==> config.mk <==
export PLATFORM = sky130hd
export DESIGN_NAME = ram_ctrl_flat
export DESIGN_NICKNAME = d
export VERILOG_FILES = /design/src/rtl/ram_ctrl_pkg.sv /design/src/rtl/ram_ctrl_if.sv /design/src/rtl/ram_ctrl_array.sv /design/src/rtl/ram_ctrl.sv /design/src/flat_wrapper.sv
export SDC_FILE = /design/constraint.sdc
export NUM_CORES = 1
export LEC_CHECK = 0
export ABC_CLOCK_PERIOD_IN_PS = 3500
export BUFFER_PORTS_ARGS = -buffer_cell sky130_fd_sc_hd__buf_2
export CAP_MARGIN = 20
export CORE_MARGIN = 3
export CORE_UTILIZATION = 40
export DETAILED_ROUTE_END_ITERATION = 6
export PLACE_DENSITY_LB_ADDON = 0.3
export RECOVER_POWER = 100
export SLEW_MARGIN = 5
export SYNTH_ARGS = -nofsm -noshare
export SYNTH_HDL_FRONTEND = slang
export SYNTH_SLANG_ARGS = --single-unit
export TNS_END_PERCENT = 1
==> constraint.sdc <==
create_clock -name clk -period 3.5 [get_ports clk]
set_input_delay 0.175 -clock clk [delete_from_list [all_inputs] [get_ports clk]]
set_output_delay 0.175 -clock clk [all_outputs]
set_load 0.01 [all_outputs]
==> src/rtl/ram_ctrl_pkg.sv <==
// ram_ctrl_pkg: shared state encoding, default parameters and width helper for ram_ctrl.
package ram_ctrl_pkg;
  localparam int DATA_W_DEF = 16;
  localparam int ADDR_W_DEF = 16;
  localparam int DEPTH_DEF  = 12;
  localparam int RD_LAT_DEF = 1;
  typedef enum logic [0:0] {
    ST_INIT = 1'b0,
    ST_RUN  = 1'b1
  } st_e;
  function automatic int idx_w(input int d);
    return d <= 1 ? 1 : $clog2(d);
  endfunction
endpackage

==> src/rtl/ram_ctrl_if.sv <==
// ram_ctrl_if: request/response bus of ram_ctrl.
// Signals: req_valid/req_ready/req_we/req_addr/req_wdata (+req_be with RAM_CTRL_BE_EN),
// rsp_valid/rsp_rdata/rsp_err. master = requester, slave = controller.
interface ram_ctrl_if #(
  parameter int DATA_W = 16,
  parameter int ADDR_W = 16
);
  logic              req_valid;
  logic              req_ready;
  logic              req_we;
  logic [ADDR_W-1:0] req_addr;
  logic [DATA_W-1:0] req_wdata;
`ifdef RAM_CTRL_BE_EN
  logic [DATA_W/8-1:0] req_be;
`endif
  logic              rsp_valid;
  logic [DATA_W-1:0] rsp_rdata;
  logic              rsp_err;
`ifdef RAM_CTRL_BE_EN
  modport master (output req_valid, req_we, req_addr, req_wdata, req_be,
                  input req_ready, rsp_valid, rsp_rdata, rsp_err);
  modport slave (input req_valid, req_we, req_addr, req_wdata, req_be,
                 output req_ready, rsp_valid, rsp_rdata, rsp_err);
`else
  modport master (output req_valid, req_we, req_addr, req_wdata,
                  input req_ready, rsp_valid, rsp_rdata, rsp_err);
  modport slave (input req_valid, req_we, req_addr, req_wdata,
                 output req_ready, rsp_valid, rsp_rdata, rsp_err);
`endif
endinterface

==> src/rtl/ram_ctrl_array.sv <==
// ram_ctrl_array: DEPTH x DATA_W storage, one synchronous bit-masked write port, one combinational read port.
// Ports: clk, we_i, waddr_i, wdata_i, wmask_i (1 = bit written), raddr_i, rdata_o.
module ram_ctrl_array
  import ram_ctrl_pkg::*;
#(
  parameter int DATA_W = DATA_W_DEF,
  parameter int DEPTH  = DEPTH_DEF,
  localparam int IW    = idx_w(DEPTH)
) (
  input  logic              clk,
  input  logic              we_i,
  input  logic [IW-1:0]     waddr_i,
  input  logic [DATA_W-1:0] wdata_i,
  input  logic [DATA_W-1:0] wmask_i,
  input  logic [IW-1:0]     raddr_i,
  output logic [DATA_W-1:0] rdata_o
);
  logic [DATA_W-1:0] mem_q [DEPTH];
  always_ff @(posedge clk) begin
    if (we_i) mem_q[waddr_i] <= (mem_q[waddr_i] & ~wmask_i) | (wdata_i & wmask_i);
  end
  assign rdata_o = mem_q[raddr_i];
endmodule

==> src/rtl/ram_ctrl.sv <==
// ram_ctrl: RAM controller with zeroing init sweep, range check and RD_LAT-deep response pipeline.
// Ports: clk, rst (sync, active-high), bus (ram_ctrl_if.slave), busy (init sweep in progress).
// Optional feature: define RAM_CTRL_BE_EN for byte write strobes (bus.req_be).
module ram_ctrl
  import ram_ctrl_pkg::*;
#(
  parameter int DATA_W = DATA_W_DEF,
  parameter int ADDR_W = ADDR_W_DEF,
  parameter int DEPTH  = DEPTH_DEF,
  parameter int RD_LAT = RD_LAT_DEF
) (
  input  logic       clk,
  input  logic       rst,
  ram_ctrl_if.slave  bus,
  output logic       busy
);
  localparam int CW = idx_w(DEPTH);
  logic [0:0]        st_q, st_d;
  logic [CW-1:0]     cnt_q, cnt_d;
  logic              acc, oor, init, we_a;
  logic [CW-1:0]     ridx, widx;
  logic [DATA_W-1:0] wdata, wmask, rdata, d_d;
  logic [RD_LAT-1:0] v_q, e_q;
  logic [DATA_W-1:0] d_q [RD_LAT];
  assign init = st_q == ST_INIT;
  // ready is masked by rst so nothing is accepted on a reset edge
  assign bus.req_ready = !init && !rst;
  assign busy = init || rst;
  assign acc = bus.req_valid && bus.req_ready;
  // one extra bit so DEPTH == 2**ADDR_W compares correctly
  assign oor = {1'b0, bus.req_addr} >= (ADDR_W+1)'(DEPTH);
  assign ridx = oor ? '0 : bus.req_addr[CW-1:0];
  assign widx = init ? cnt_q : ridx;
  assign we_a = init || (acc && bus.req_we && !oor);
  assign wdata = init ? '0 : bus.req_wdata;
  assign d_d = acc && !bus.req_we && !oor ? rdata : '0;
  always_comb begin
    wmask = '1;
`ifdef RAM_CTRL_BE_EN
    for (int i = 0; i < DATA_W/8; i++) if (!init && !bus.req_be[i]) wmask[8*i+:8] = '0;
`endif
  end
  always_comb begin
    st_d  = init && cnt_q == CW'(DEPTH-1) ? ST_RUN : st_q;
    cnt_d = init && cnt_q != CW'(DEPTH-1) ? cnt_q + CW'(1) : cnt_q;
  end
  always_ff @(posedge clk) begin
    if (rst) begin
      st_q  <= ST_INIT;
      cnt_q <= '0;
      v_q   <= '0;
      e_q   <= '0;
      for (int i = 0; i < RD_LAT; i++) d_q[i] <= '0;
    end else begin
      st_q   <= st_d;
      cnt_q  <= cnt_d;
      v_q[0] <= acc;
      e_q[0] <= acc && oor;
      d_q[0] <= d_d;
      for (int i = 1; i < RD_LAT; i++) begin
        v_q[i] <= v_q[i-1];
        e_q[i] <= e_q[i-1];
        d_q[i] <= d_q[i-1];
      end
    end
  end
  assign bus.rsp_valid = v_q[RD_LAT-1];
  assign bus.rsp_err   = e_q[RD_LAT-1];
  assign bus.rsp_rdata = d_q[RD_LAT-1];
  ram_ctrl_array #(
    .DATA_W(DATA_W),
    .DEPTH (DEPTH)
  ) u_array (
    .clk    (clk),
    .we_i   (we_a),
    .waddr_i(widx),
    .wdata_i(wdata),
    .wmask_i(wmask),
    .raddr_i(ridx),
    .rdata_o(rdata)
  );
endmodule
==> src/flat_wrapper.sv <==
// flat-port wrapper written by rule: the top's interface ports become plain ports
module ram_ctrl_flat import ram_ctrl_pkg::*;
#(
  parameter int DATA_W = DATA_W_DEF,
  parameter int ADDR_W = ADDR_W_DEF,
  parameter int DEPTH  = DEPTH_DEF,
  parameter int RD_LAT = RD_LAT_DEF
)
  (clk, rst, busy, bus_req_valid, bus_req_we, bus_req_addr, bus_req_wdata, bus_req_ready, bus_rsp_valid, bus_rsp_rdata, bus_rsp_err);
  ram_ctrl_if #(.DATA_W(DATA_W), .ADDR_W(ADDR_W)) bus_i ();
  input  logic clk;
  input  logic rst;
  output logic busy;
  input wire logic [$bits(bus_i.req_valid)-1:0] bus_req_valid;
  input wire logic [$bits(bus_i.req_we)-1:0] bus_req_we;
  input wire logic [$bits(bus_i.req_addr)-1:0] bus_req_addr;
  input wire logic [$bits(bus_i.req_wdata)-1:0] bus_req_wdata;
  output wire logic [$bits(bus_i.req_ready)-1:0] bus_req_ready;
  output wire logic [$bits(bus_i.rsp_valid)-1:0] bus_rsp_valid;
  output wire logic [$bits(bus_i.rsp_rdata)-1:0] bus_rsp_rdata;
  output wire logic [$bits(bus_i.rsp_err)-1:0] bus_rsp_err;
  assign bus_i.req_valid = bus_req_valid;
  assign bus_i.req_we = bus_req_we;
  assign bus_i.req_addr = bus_req_addr;
  assign bus_i.req_wdata = bus_req_wdata;
  assign bus_req_ready = bus_i.req_ready;
  assign bus_rsp_valid = bus_i.rsp_valid;
  assign bus_rsp_rdata = bus_i.rsp_rdata;
  assign bus_rsp_err = bus_i.rsp_err;
  ram_ctrl #(.DATA_W(DATA_W), .ADDR_W(ADDR_W), .DEPTH(DEPTH), .RD_LAT(RD_LAT)) u_core (.clk(clk), .rst(rst), .bus(bus_i), .busy(busy));
endmodule
==> run metrics, run 1 <==
Nets=640; post-DP HPWL=12300 µm; Post-Syn Instances=527; total die area=0.0230 mm²; grt total ovfl=0; post-synthesis register bit count=215; final worst-path cycle share=87.8%; met3 WL=1530 µm; dominant cell type by area after synthesis=edfxtp_1; Die X=152 µm; average size of a mapped cell=16.1 µm²; status=finished, final reports clean; Worst Path Max Fanout=10; DR top layer=met4; vias in the first global route=5158; setup repair bufs after CTS=0; VDD IR max=0.000314 V; Vert. Die Dim=152 µm; Power per Cell Area=549 mW/mm²; sequential fraction of the synthesis area=73.3%; via count=4997; routability congestion estimate=0.789; global-route wire length before repair=30300 µm; number of vias per cell=5.63; final setup violation count=0; final hold vios=0; Worst Path Arrival=3.19 ns; initial antenna violation count=0; Rows=52; Initial Util=41.3%; largest net degree at the start of global routing=34; Crit. End Element=register; DRT iter0 DRCs=508; reg2reg setup slack=0.48 ns; crit path from=bus_req_addr[7]; Setup CP Type=input pin to register; clk buf depth=3; gr usage total=17.4%; Netlist cell types=40; met2 WL post-DR=9430 µm; Hold-fix buffers, CTS=2; I/O Pins=56; worst-margin pin slew=1.29 ns; # resized after CTS=0; RSZ-0062 raised after global routing=no; CORE AREA=0.0206 mm²; FF-to-FF End=u_core.u_array.mem_q[10][5]$_DFFE_PP_; R2R depth=7; synth warn=0; Residual DRC=0; placed cell count=846; ant diodes=0; ys async rst share=0%; start point of the worst hold path=bus_req_addr[9]; Worst R2R Start=u_core.st_q$_SDFFE_PP0P_; CTS Root Cell=clkbuf_16; H-tree Lvls=1; WL met1=8580 µm; largest cells by area after synthesis=edfxtp_1, mux2_2, dfxtp_1; relative slew slack=14.2%; 1st-pass router iterations=5; Max Slew Vio Count=0; share of cells above drive strength 1=24.1%; commonest non-fill, non-tap cell in the layout=edfxtp_1; final wirelength=19900 µm; CTS tree=built; PortBufs=55; synthesized area=0.00849 mm²; Layout fillers=1808; EDFF count, synth=192; Static Leakage=3.35 nW; HP Class=input pin to register; Worst-Skew Late Latency=0.49 ns; WHS Endpoint=u_core.bus.rsp_err$_SDFF_PP0_; synthesis-to-finish area growth=15.6%; syn nets=564; Setup crit start kind=input pin; Total Neg Setup Slack=0 ns; Post-DRT Antenna Nets=0; clk slew on worst S/H paths=0.05 ns; hold depth=4; CTS Sinks=215; final worst path period need=3.07 ns; post-layout util=47.8%; Worst EP required=3.62 ns; Fin Clk Skew=0.00622 ns; most frequent cells in the layout=edfxtp_1, mux2_2, clkbuf_1; Avg WL per Cell=22.4 µm; TritonCTS Buffers=23; leading register cell type out of synthesis=edfxtp_1; Yosys top cell area share=67.9%; fmax=0.325 GHz; max cap viols=0; Cell Count, Final, Fillers Out=888
## cells in the mapped netlist, drive strengths merged, types with 2 or more instances
cell    instances
and4           16
mux2           64
nand2           5
nor2           23
a21o            2
o21ai          34
nor2b           2
and2           18
clkbuf         30
nor3           34
or2             2
a221o          16
o22ai          32
dfxtp          23
a21oi           2
buf             3
a31oi           5
or4             4
edfxtp        192
inv             4
## worst max-delay path by stage
stage | to | slack, ns | cells after the start
4_1_cts | u_core.u_array.mem_q[8][11]$_DFFE_PP_ | 0.63 | 7
5_1_grt | u_core.u_array.mem_q[6][6]$_DFFE_PP_ | 0.22 | 8
3_3_place_gp | u_core.u_array.mem_q[8][11]$_DFFE_PP_ | 0.34 | 7
3_5_place_dp | u_core.u_array.mem_q[8][9]$_DFFE_PP_ | 0.29 | 7
2_1_floorplan | u_core.u_array.mem_q[1][0]$_DFFE_PP_ | 0.41 | 8
6_report | u_core.u_array.mem_q[6][6]$_DFFE_PP_ | 0.43 | 8
## per-stage QoR
step	cell area [µm²]	worst slack [ns]	hold WS, ns	power, W
floorplan	8490	0.407	0.244	0.00302
global placement	9170	0.342	0.422	0.00310
detailed placement	9170	0.286	0.431	0.00311
CTS	9910	0.633	0.119	0.00544
global route	9820	0.221	0.130	0.00556
finish	9820	0.426	0.117	0.00539
## area by class of cell
cell class	count	area (µm²)	share of cell area (%)
multi-input combinational	275	2110	21.5
clock buffer	29	598	6.09
clock inverter	11	124	1.26
sequential	215	6230	63.4
timing repair buffer	84	409	4.17
tap	270	338	3.44
inverter	4	15.0	0.153
## state kept, by name (all words and copies together), names as in the netlist
name	flops
u_core.u_array.mem_q	192
u_core.d_q	16
u_core.cnt_q	4
u_core.bus.rsp_err	1
u_core.bus.rsp_valid	1
u_core.st_q	1
## metal layers
metal / GRT usage, % / vias to the layer above
met5: 0 / -
met4: 4.58 / 0
met3: 2.83 / 31
met2: 28.2 / 233
met1: 24.5 / 2491
li1: - / 2242
## critical path, stage by stage
cell and delay, ns:
buf_2 0.09, or4_1 0.63, a2111oi_4 0.46, clkbuf_1 0.26
a32oi_1 0.13, or2_2 0.35, nor2_1 0.52, clkbuf_1 0.57
## report_power, final
part,leakage [nW],internal (W),switching (W)
registers,2.07,0.00283,0.0000185
clock network,0.352,0.00142,0.000915
logic,0.931,0.0000764,0.000123
total,3.35,0.00433,0.00106
## cells by family after synthesis
group | Yosys count | share of synthesized area, %
muxes | 65 | 9.09
buffers and inverters | 37 | 2.00
and+or+nand+nor | 110 | 7.48
xor gates and xnor gates | 2 | 0.206
DFF | 215 | 73.3
AOI/OAI and AO/OA | 97 | 7.78
adders and majority gates | 1 | 0.147
Note: power is estimated with default switching activity, not from simulation.
==> inputs of run 2 (changes only) <==
Settings changed: ABC_AREA from default to 1, CORE_ASPECT_RATIO from default to 1.25, CORE_UTILIZATION 40 to 53.
==> run 2 against run 1 <==
- critical path type is now register to register
- via count increased by 30%
- sequential cell count is the same
- largest power group unchanged
- highest routed layer unchanged
- global-route usage rose by 4.7 points
- die area fell by 15%
- non-clock buffer count shrank 14
==> run metrics, run 2 <==
Hold-fix buffers, CTS=2; max cap viols=0; Crit. End Element=register; CORE AREA=0.0175 mm²; EDFF count, synth=192; post-DP HPWL=13000 µm; initial antenna violation count=0; H-tree Lvls=1; synthesized area=0.00950 mm²; largest registers=u_core.u_array.mem_q (192), u_core.d_q (16), u_core.cnt_q (4); share of cells above drive strength 1=9.80%; Nets=1003; setup repair bufs after CTS=0; worst-margin pin slew=1.12 ns; FF-to-FF End=u_core.u_array.mem_q[5][10]$_DFFE_PP_; Residual DRC=0; Top reg by flops=u_core.u_array.mem_q; sequential power share=56.7%; HP Class=input pin to register; Static Leakage=4.29 nW; RSZ-0062 raised after global routing=no; Worst Path Arrival=3.04 ns; Avg WL per Cell=18.0 µm; number of vias per cell=5.41; Worst R2R Start=u_core.st_q$_SDFFE_PP0P_; Combinational Power Share=4.2%; Rows=54; start point of the worst hold path=bus_req_we; switching part of the total=20.5%; R2R depth=9; final worst setup slack=0.611 ns; PortBufs=55; placed cell count=1166; ant diodes=0; final hold vios=0; synth warn=0; Worst Path Max Fanout=12; Post-DRT Antenna Nets=0; commonest non-fill, non-tap cell in the layout=edfxtp_1; final wirelength=21600 µm; 1st-pass router iterations=5; # resized after CTS=0; status=finished, final reports clean; CTS tree=built; max reg flops=192; syn nets=964; vias in the first global route=6283; Cell Count, Final, Fillers Out=1204; Fin Clk Skew=0.00943 ns; hold depth=4; ys async rst share=0%; Total Neg Setup Slack=0 ns; Die X=126 µm; Power per Cell Area=483 mW/mm²; most frequent cells in the layout=edfxtp_1, nand2_1, inv_1; relative slew slack=25.6%; I/O Pins=56; count leader, synth=edfxtp_1; commonest cells in the netlist=edfxtp_1, nand2_1, inv_1, nor2_1, nand3_1; Int Power=0.00400 W; Place WS=0.633 ns; clk buf depth=3; reg2reg setup slack=0.61 ns; routability congestion estimate=0.856; Worst-Skew Late Latency=0.49 ns; VDD IR max=0.000315 V; via count=6508; leading register cell type out of synthesis=edfxtp_1; TritonCTS Buffers=20; Layout fillers=1448; Yosys top cell area share=60.7%; fmax=0.346 GHz; Initial Util=54.3%; CTS Sinks=215; Clock power frac=39.1%; clk slew on worst S/H paths=0.06 ns; final worst-path cycle share=82.6%; largest net degree at the start of global routing=97; Post-Syn Instances=927; largest cells by area after synthesis=edfxtp_1, nand2_1, inv_1; CTS Root Cell=clkbuf_16; post-synthesis register bit count=215; Setup CP Type=register to register; global-route wire length before repair=34000 µm; final setup violation count=0; synthesis-to-finish area growth=9.55%; grt total ovfl=0; average size of a mapped cell=10.2 µm²; Setup crit start kind=register; gr usage total=22.1%; final worst path period need=2.89 ns; DRT iter0 DRCs=506; total die area=0.0196 mm²; sequential fraction of the synthesis area=65.6%; dominant cell type by area after synthesis=edfxtp_1; switching power=0.00103 W; Max Slew Vio Count=0; WHS Endpoint=u_core.d_q[0][15]$_SDFF_PP0_; Vert. Die Dim=156 µm; Worst EP required=3.65 ns; Netlist cell types=31
## run 2: worst max path at each step
stage                                                        to  cells past startpoint                     start  slack, ns
after floorplan            u_core.u_array.mem_q[0][0]$_DFFE_PP_                      9  u_core.st_q$_SDFFE_PP0P_       1.16
after global placement    u_core.u_array.mem_q[4][10]$_DFFE_PP_                     11           bus_req_addr[2]       0.71
after detailed placement   u_core.u_array.mem_q[4][8]$_DFFE_PP_                     11           bus_req_addr[2]       0.63
after CTS                  u_core.u_array.mem_q[4][9]$_DFFE_PP_                      8  u_core.st_q$_SDFFE_PP0P_       0.84
after global routing       u_core.u_array.mem_q[4][0]$_DFFE_PP_                      8  u_core.st_q$_SDFFE_PP0P_       0.36
final                     u_core.u_array.mem_q[5][10]$_DFFE_PP_                      9  u_core.st_q$_SDFFE_PP0P_       0.61
## run 2: cell families after synthesis
group,Yosys count,share of synthesized area (%)
adder cells (fa/ha/maj),1,0.132
AO/OA/AOI/OAI,40,2.67
flip-flops,215,65.6
buffers and inverters,211,9.28
AND/OR/NAND/NOR,460,22.4
## run 2: power groups by stage
stage / registers (W) / logic, W / clock network (W)
2_1_floorplan: 0.00290 / 0.000134 / 0
3_3_place_gp: 0.00291 / 0.000209 / 0
3_5_place_dp: 0.00291 / 0.000213 / 0
4_1_cts: 0.00285 / 0.000216 / 0.00200
5_1_grt: 0.00286 / 0.000235 / 0.00210
6_report: 0.00285 / 0.000210 / 0.00197
## run 2: through the flow
stage	utilization, %	hold slack [ns]	total power, W	cell area (µm²)
3_3_place_gp	56.6	0.435	0.00311	9910
2_1_floorplan	-	0.244	0.00304	9500
6_report	59.5	0.132	0.00503	10400
4_1_cts	60.1	0.0652	0.00506	10500
5_1_grt	59.5	0.150	0.00519	10400
3_5_place_dp	56.6	0.438	0.00312	9910
## run 2: per-layer routing
metal	vias to the layer above	share of wire [%]	GRT usage, %
met5	-	0	0
met4	0	2.0	6.51
met3	34	6.5	2.64
met2	239	51	38.7
met1	3085	40	29.2
li1	3150	-	-
## run 2: final cells by class
| cell class | instances | area, µm² | area share [%] |
|---|---|---|---|
| clock buffer | 29 | 556 | 5.34 |
| clock inverter | 7 | 27.5 | 0.265 |
| inverter | 158 | 597 | 5.74 |
| multi-input combinational | 501 | 2360 | 22.7 |
| sequential | 215 | 6230 | 59.8 |
| tap | 224 | 280 | 2.69 |
| timing repair buffer | 70 | 358 | 3.44 |
## run 2: worst max-delay path, stage by stage (launching register included)
cell      delay, ns
dfxtp_1        0.50
inv_1          0.16
nor2_1         0.21
nand2_1        0.14
clkinv_1       0.07
nand2_1        0.05
o21ai_2        0.24
nand3b_1       0.23
nor2_1         0.50
clkbuf_2       0.43
